File: src/rtl/conv_window_accumulator.sv
// Streaming KxK multi-channel convolution with runtime-loadable signed weights and a saturated result.
// Result lands on the 2nd enabled edge after pixel acceptance; one pixel per enabled cycle, no backpressure.
module conv_window_accumulator #(
    parameter int D_WIDTH     = 8,
    parameter int W_WIDTH     = 8,
    parameter int Q_WIDTH     = 16,
    parameter int D_CHANNELS  = 2,
    parameter int FILTER_SIZE = 2,
    parameter int IMAGE_SIZE  = 64
) (
    input  logic                                                  clk,
    input  logic                                                  rst,
    input  logic                                                  clk_en,
    input  logic                                                  in_valid,
    input  logic [D_CHANNELS*D_WIDTH-1:0]                         input_data,
    input  logic                                                  w_wr_en,
    input  logic [$clog2(D_CHANNELS*FILTER_SIZE*FILTER_SIZE)-1:0] w_addr,
    input  logic signed [W_WIDTH-1:0]                             w_data,
    output logic signed [Q_WIDTH-1:0]                             output_data,
    output logic                                                  valid,
    output logic                                                  last
);
    localparam int K      = FILTER_SIZE;
    localparam int N      = IMAGE_SIZE;
    localparam int NT     = D_CHANNELS * K * K;
    localparam int CW     = $clog2(N);
    localparam int LB_LEN = (K - 1) * N;
    localparam int P_W    = D_WIDTH + W_WIDTH + 1;
    localparam int ACC_W  = P_W + $clog2(NT);

    localparam logic signed [ACC_W-1:0]   ACC_MAX  = {{(ACC_W-Q_WIDTH+1){1'b0}}, {(Q_WIDTH-1){1'b1}}};
    localparam logic signed [ACC_W-1:0]   ACC_MIN  = {{(ACC_W-Q_WIDTH+1){1'b1}}, {(Q_WIDTH-1){1'b0}}};
    localparam logic signed [Q_WIDTH-1:0] SAT_HI   = {1'b0, {(Q_WIDTH-1){1'b1}}};
    localparam logic signed [Q_WIDTH-1:0] SAT_LO   = {1'b1, {(Q_WIDTH-1){1'b0}}};
    localparam logic [CW-1:0]             LAST_IDX = CW'(N - 1);
    localparam logic [CW-1:0]             FULL_IDX = CW'(K - 1);

    logic [CW-1:0]             row_q, row_d, col_q, col_d;
    logic [D_WIDTH-1:0]        lb_q   [D_CHANNELS][LB_LEN];
    logic [D_WIDTH-1:0]        lb_d   [D_CHANNELS][LB_LEN];
    logic [D_WIDTH-1:0]        win_q  [D_CHANNELS][K][K];
    logic [D_WIDTH-1:0]        win_d  [D_CHANNELS][K][K];
    logic signed [W_WIDTH-1:0] wt_q   [NT];
    logic signed [W_WIDTH-1:0] wt_d   [NT];
    logic signed [P_W-1:0]     prod_q [NT];
    logic signed [P_W-1:0]     prod_d [NT];
    logic                      prod_vld_q, prod_vld_d, prod_last_q, prod_last_d;
    logic signed [Q_WIDTH-1:0] sum_q, sum_d;
    logic                      sum_vld_q, sum_vld_d, sum_last_q, sum_last_d;
    logic signed [Q_WIDTH-1:0] out_q, out_d;
    logic                      valid_q, valid_d, last_q, last_d;

    logic                      pix_acc;
    logic signed [P_W-1:0]     px_ext, wt_ext;
    logic signed [ACC_W-1:0]   acc;

    assign pix_acc = clk_en & in_valid;

    // Window column K-1 is the newest pixel; older rows come from the line-buffer taps N, 2N, ... pixels back.
    always_comb begin
        row_d = row_q;
        col_d = col_q;
        lb_d  = lb_q;
        win_d = win_q;
        if (pix_acc) begin
            for (int ch = 0; ch < D_CHANNELS; ch++) begin
                for (int r = 0; r < K; r++) begin
                    for (int c = 0; c < K - 1; c++) begin
                        win_d[ch][r][c] = win_q[ch][r][c+1];
                    end
                end
                for (int r = 0; r < K - 1; r++) begin
                    win_d[ch][r][K-1] = lb_q[ch][(K-1-r)*N-1];
                end
                win_d[ch][K-1][K-1] = input_data[ch*D_WIDTH +: D_WIDTH];
                for (int i = LB_LEN - 1; i > 0; i--) begin
                    lb_d[ch][i] = lb_q[ch][i-1];
                end
                lb_d[ch][0] = input_data[ch*D_WIDTH +: D_WIDTH];
            end
            if (col_q == LAST_IDX) begin
                col_d = '0;
                row_d = (row_q == LAST_IDX) ? '0 : row_q + 1'b1;
            end else begin
                col_d = col_q + 1'b1;
            end
        end
    end

    always_comb begin
        wt_d = wt_q;
        if (clk_en && w_wr_en && (32'(w_addr) < NT)) begin
            wt_d[w_addr] = w_data;
        end
    end

    // Products are taken from the incoming window against the pre-write weights, so a
    // write on the acceptance edge only affects later pixels.
    always_comb begin
        prod_d      = prod_q;
        prod_vld_d  = prod_vld_q;
        prod_last_d = prod_last_q;
        sum_d       = sum_q;
        sum_vld_d   = sum_vld_q;
        sum_last_d  = sum_last_q;
        out_d       = out_q;
        valid_d     = valid_q;
        last_d      = last_q;
        px_ext      = '0;
        wt_ext      = '0;
        acc         = '0;
        if (clk_en) begin
            for (int ch = 0; ch < D_CHANNELS; ch++) begin
                for (int r = 0; r < K; r++) begin
                    for (int c = 0; c < K; c++) begin
                        px_ext = P_W'(win_d[ch][r][c]);
                        wt_ext = P_W'(wt_q[ch*K*K + r*K + c]);
                        prod_d[ch*K*K + r*K + c] = px_ext * wt_ext;
                    end
                end
            end
            prod_vld_d  = pix_acc && (row_q >= FULL_IDX) && (col_q >= FULL_IDX);
            prod_last_d = pix_acc && (row_q == LAST_IDX) && (col_q == LAST_IDX);

            for (int i = 0; i < NT; i++) begin
                acc = acc + ACC_W'(prod_q[i]);
            end
            if (acc > ACC_MAX) begin
                sum_d = SAT_HI;
            end else if (acc < ACC_MIN) begin
                sum_d = SAT_LO;
            end else begin
                sum_d = acc[Q_WIDTH-1:0];
            end
            sum_vld_d  = prod_vld_q;
            sum_last_d = prod_last_q;

            valid_d = sum_vld_q;
            last_d  = sum_vld_q && sum_last_q;
            if (sum_vld_q) begin
                out_d = sum_q;
            end
        end
    end

    always_ff @(posedge clk) begin
        if (rst) begin
            row_q <= '0;
            col_q <= '0;
            for (int ch = 0; ch < D_CHANNELS; ch++) begin
                for (int i = 0; i < LB_LEN; i++) begin
                    lb_q[ch][i] <= '0;
                end
                for (int r = 0; r < K; r++) begin
                    for (int c = 0; c < K; c++) begin
                        win_q[ch][r][c] <= '0;
                    end
                end
            end
            for (int i = 0; i < NT; i++) begin
                wt_q[i]   <= W_WIDTH'(1);
                prod_q[i] <= '0;
            end
            prod_vld_q  <= 1'b0;
            prod_last_q <= 1'b0;
            sum_q       <= '0;
            sum_vld_q   <= 1'b0;
            sum_last_q  <= 1'b0;
            out_q       <= '0;
            valid_q     <= 1'b0;
            last_q      <= 1'b0;
        end else begin
            row_q       <= row_d;
            col_q       <= col_d;
            lb_q        <= lb_d;
            win_q       <= win_d;
            wt_q        <= wt_d;
            prod_q      <= prod_d;
            prod_vld_q  <= prod_vld_d;
            prod_last_q <= prod_last_d;
            sum_q       <= sum_d;
            sum_vld_q   <= sum_vld_d;
            sum_last_q  <= sum_last_d;
            out_q       <= out_d;
            valid_q     <= valid_d;
            last_q      <= last_d;
        end
    end

    assign output_data = out_q;
    assign valid       = valid_q;
    assign last        = last_q;

endmodule

File: config.mk
export PLATFORM = sky130hd
export DESIGN_NAME = conv_window_accumulator
export DESIGN_NICKNAME = d
export VERILOG_FILES = /design/src/rtl/conv_window_accumulator.sv
export SDC_FILE = /design/constraint.sdc
export NUM_CORES = 2
export LEC_CHECK = 0
export CORE_MARGIN = 2
export CORE_UTILIZATION = 53
export DETAILED_ROUTE_END_ITERATION = 6
export PLACE_DENSITY = 0.71
export SLEW_MARGIN = 10
export SYNTH_ARGS = -nofsm -noshare
export SYNTH_HDL_FRONTEND = slang
export SYNTH_SLANG_ARGS = --single-unit
File: constraint.sdc
create_clock -name clk -period 5.8 [get_ports clk]
set_clock_uncertainty 0.1 [all_clocks]
set_input_delay 0.58 -clock clk [delete_from_list [all_inputs] [get_ports clk]]
set_output_delay 0.58 -clock clk [all_outputs]
set_load 0.1 [all_outputs]
==> metrics.md <==
| Metric | Value |
|---|---|
| Number of buffers created by CTS | 141 |
| Type of the tightest min-delay check | in2reg |
| Detailed-route wire length per cell | 14.8 um |
| Area contributors post-synth | sky130_fd_sc_hd__dfxtp_1, sky130_fd_sc_hd__nand2_1, sky130_fd_sc_hd__fa_1, sky130_fd_sc_hd__a21oi_1, sky130_fd_sc_hd__ha_1 |
| Maximum buffer depth of the clock tree | 3 |
| Fraction of layout cells with a size suffix above 1 | 6.66% |
| Port buffer count | 49 |
| H-tree levels | 4 |
| Placeable core region | 124000 um^2 |
| Layout filler cell count | 10800 |
| Main flop type after synthesis | sky130_fd_sc_hd__dfxtp_1 |
| Number of flops mapped to enable cells by yosys | 0 |
| Final period demand of the worst path | 5.71 ns |
| Worst setup slack for register-to-register paths | 0.09 ns |
| Placed Cells | 9520 |
| Clock Latency Late Sink | 0.80 ns |
| Antenna-violating nets left | 0 |
| Final slew viol count | 0 |
| #FFs+latches synth | 1338 |
| Die width | 358 um |
| Share of total power in sequential cells | 46.9% |
| Drt initial violations | 3805 |
| Post-synth design cell area | 66500 um^2 |
| Delay of the slowest critical-path stage | 0.61 ns |
| Post-route non-filler standard cell count | 9780 |
| Kind of end point of the critical path | flop |
| Routed vias | 50500 |
| Worst-path clk slew | 0.06 ns |
| Remaining global-route overflow | 0 |
| Combinational power share | 6.5% |
| Achievable clock frequency | 175 MHz |
| Final hold viol count | 0 |
| Worst hold path depth | 4 |
| Critical path start-end classification | reg2reg |
| Largest net degree at the start of global routing | 258 |
| Area of the multi-input gates | 35700 um^2 |
| Slew at the pin closest to its max-slew limit | 1.31 ns |
| Mean instance size in the synthesized netlist | 8.31 um^2 |
| Fraction of power consumed by the clock network | 46.6% |
| Clock root buffer master | sky130_fd_sc_hd__clkbuf_16 |
| Antenna violations before repair | 1 |
| Worst VDD drop | 0.289 mV |
| Total GRT Usage | 22.7% |
| Number of global-route vias before repair | 47900 |
| Worst path required time | 6.35 ns |
| Tightest slew margin relative to the limit | 13.0% |
| Internal Pwr Total | 0.0151 W |
| Global-route wire length before repair | 240 mm |
| HPWL reported at the end of detailed placement | 97.6 mm |
| Sinks on the clock net | 1338 |
| Status | complete, no violations |
| Final Routed Wirelength | 145 mm |
| Core utilization of the finished layout | 60.1% |
| Initial cell density of the core | 53.5% |
| Max Cap Violations | 0 |
| Leakage Power | 30.3 nW |
| Row Count | 129 |
| Cell-by-cell trace of the critical path | inv_1 > fa_1 > inv_1 > fa_2 > fa_1 > fa_1 > ha_2 > inv_1 > fa_1 > nor2b_1 > o31a_1 > o31ai_4 > a31oi_2 > a311o_1 > xor2_1 > or4_4 > a21oi_4 > clkbuf_16 > a211oi_1 |
| Library cell appearing most often on the critical path | sky130_fd_sc_hd__fa_1 |
| Die area | 128000 um^2 |
| Via density per instance | 5.16 |
| Commonest cells after routing, fill and taps aside | sky130_fd_sc_hd__nand2_1, sky130_fd_sc_hd__dfxtp_1, sky130_fd_sc_hd__a21oi_1, sky130_fd_sc_hd__inv_1, sky130_fd_sc_hd__fa_1 |
| Vertical die dimension | 358 um |
| Slowest library cell on the worst path | sky130_fd_sc_hd__fa_2 |
| Proportion of synthesized chip area in sequential cells | 40.3% |
| Fraction of synthesized cell area taken by the top area cell type | 40.3% |
| Critical Path Start Type | flop |
| Most common cell after layout, fill and taps aside | sky130_fd_sc_hd__nand2_1 |
| R2r worst-path depth | 19 |
| # IOs | 50 |
| TritonRoute pass-1 iters | 5 |
| Post-synthesis instance total | 8003 |
| Critical Path AT | 6.25 ns |
| Pwr/cell area | 267 nW/um^2 |
| Cell taking the most area after synthesis | sky130_fd_sc_hd__dfxtp_1 |
| Number of buffers inserted for hold repair after clock tree synthesis | 0 |
| Post-synthesis async set-or-reset flop share | 0% |
| Net switching share of the total power | 24.1% |
| Area of all sequential standard cells | 26800 um^2 |
| Area growth from synthesis to layout | 12.3% |
| Weighted congestion at the end of routability-driven global placement | 0.909 |
| Syn Nets | 8806 |
| Largest fanout of any net on the critical path | 7 |
| TritonCTS clock tree | done |
| Layout Nets | 8831 |
| DRC violations left | 0 |
| Net Switching | 0.00480 W |
| Post-route fraction of the period consumed by the critical path | 98.4% |
| Count of final setup violators | 0 |
| Yosys warning total | 0 |
| Cell variety after synth | 55 |
[flip-flops by register name, summed over array words and instances (netlist names)]
signal and cells:
prod_q 136, prod_vld_q 1, output_data 16, valid 1, last 1, row_q 6
sum_last_q 1, col_q 6, wt_q 64, sum_vld_q 1, win_q 64, prod_last_q 1
lb_q 1024, sum_q 16
[critical path: cells and delay by family, from the launching register on]
| kind | cells | cell delay [ns] |
|---|---|---|
| compound gates | 6 | 1.45 |
| simple gates | 2 | 0.62 |
| buf+inv | 4 | 0.39 |
| xor+xnor | 1 | 0.16 |
| flops | 1 | 0.35 |
| fa+ha+maj | 6 | 2.51 |
[per-stage QoR]
step	hold slack [ns]	TNS [ns]	total power (W)	worst slack, ns	cell area (um^2)
after floorplan	0.332	-0.0213	0.0104	-0.0119	66500
after global placement	0.336	-5.90	0.0108	-0.330	69700
after detailed placement	0.342	-8.02	0.0108	-0.399	69700
after CTS	0.122	0	0.0201	0.0454	74600
after global routing	0.183	-0.00760	0.0206	-0.00461	74600
final	0.177	0	0.0199	0.0946	74600
[layout make-up]
type / count / share of cell area (%)
antenna: 2 / 0.00671
clock buffer: 206 / 5.59
clock inverter: 50 / 0.981
inverter: 623 / 3.13
multi-input combinational: 5600 / 47.9
sequential: 1338 / 35.9
tap: 1637 / 2.74
timing repair buffer: 324 / 3.77
[final timing paths]
path / from / to
setup / recovery: prod_q[53]$_SDFFE_PP0P_ / sum_q[3]$_SDFFE_PP0P_
hold / removal: clk_en / lb_q[505]$_SDFFE_PP0P_
setup reg to reg: prod_q[53]$_SDFFE_PP0P_ / sum_q[3]$_SDFFE_PP0P_
hold reg to reg: lb_q[145]$_SDFFE_PP0P_ / lb_q[137]$_SDFFE_PP0P_
[synthesized netlist by cell type, drive strengths merged (6+ instances only)]
library cell / instances
inv: 623
fa: 401
nand2: 2407
a21o: 42
a21oi: 1138
or3: 13
dfxtp: 1338
buf: 66
nor3: 29
nor2b: 179
nor2: 327
o21bai: 14
and3: 21
and2: 150
xor2: 44
nand2b: 48
mux2i: 160
nand4: 10
a41oi: 6
a31o: 7
xnor2: 65
ha: 370
o21ai: 39
a211o: 10
nand3: 15
a211oi: 34
o22ai: 16
a31oi: 10
clkbuf: 376
[routing by layer]
metal	routed length [um]	GRT usage, %	vias to the layer above
li1	-	-	25400
met1	67700	31.3	24100
met2	66300	36.2	825
met3	6060	3.57	211
met4	4450	8.00	0
met5	0	0	-
[what timing repair did]
| action | 4_1_cts | 5_1_grt |
|---|---|---|
| gates resized for setup | 0 | 13 |
| endpoints found under the setup margin | 0 | 18 |
| buffers inserted | 0 | 1 |
[power groups by stage]
stage / clock (W) / sequential, W / combinational (W)
6_report: 0.00927 / 0.00933 / 0.00129
3_5_place_dp: 0 / 0.00953 / 0.00125
2_1_floorplan: 0 / 0.00950 / 0.000857
4_1_cts: 0.00951 / 0.00933 / 0.00126
3_3_place_gp: 0 / 0.00953 / 0.00124
5_1_grt: 0.00988 / 0.00933 / 0.00142
[cells by family after synthesis]
kind of cell,synth area share (%)
flops,40.3
buf+inv,6.03
simple gates,19.9
compound gates,10.9
xor+xnor,1.44
fa+ha+maj,19.0
mux,2.41
(Power assumes the default switching activity.)
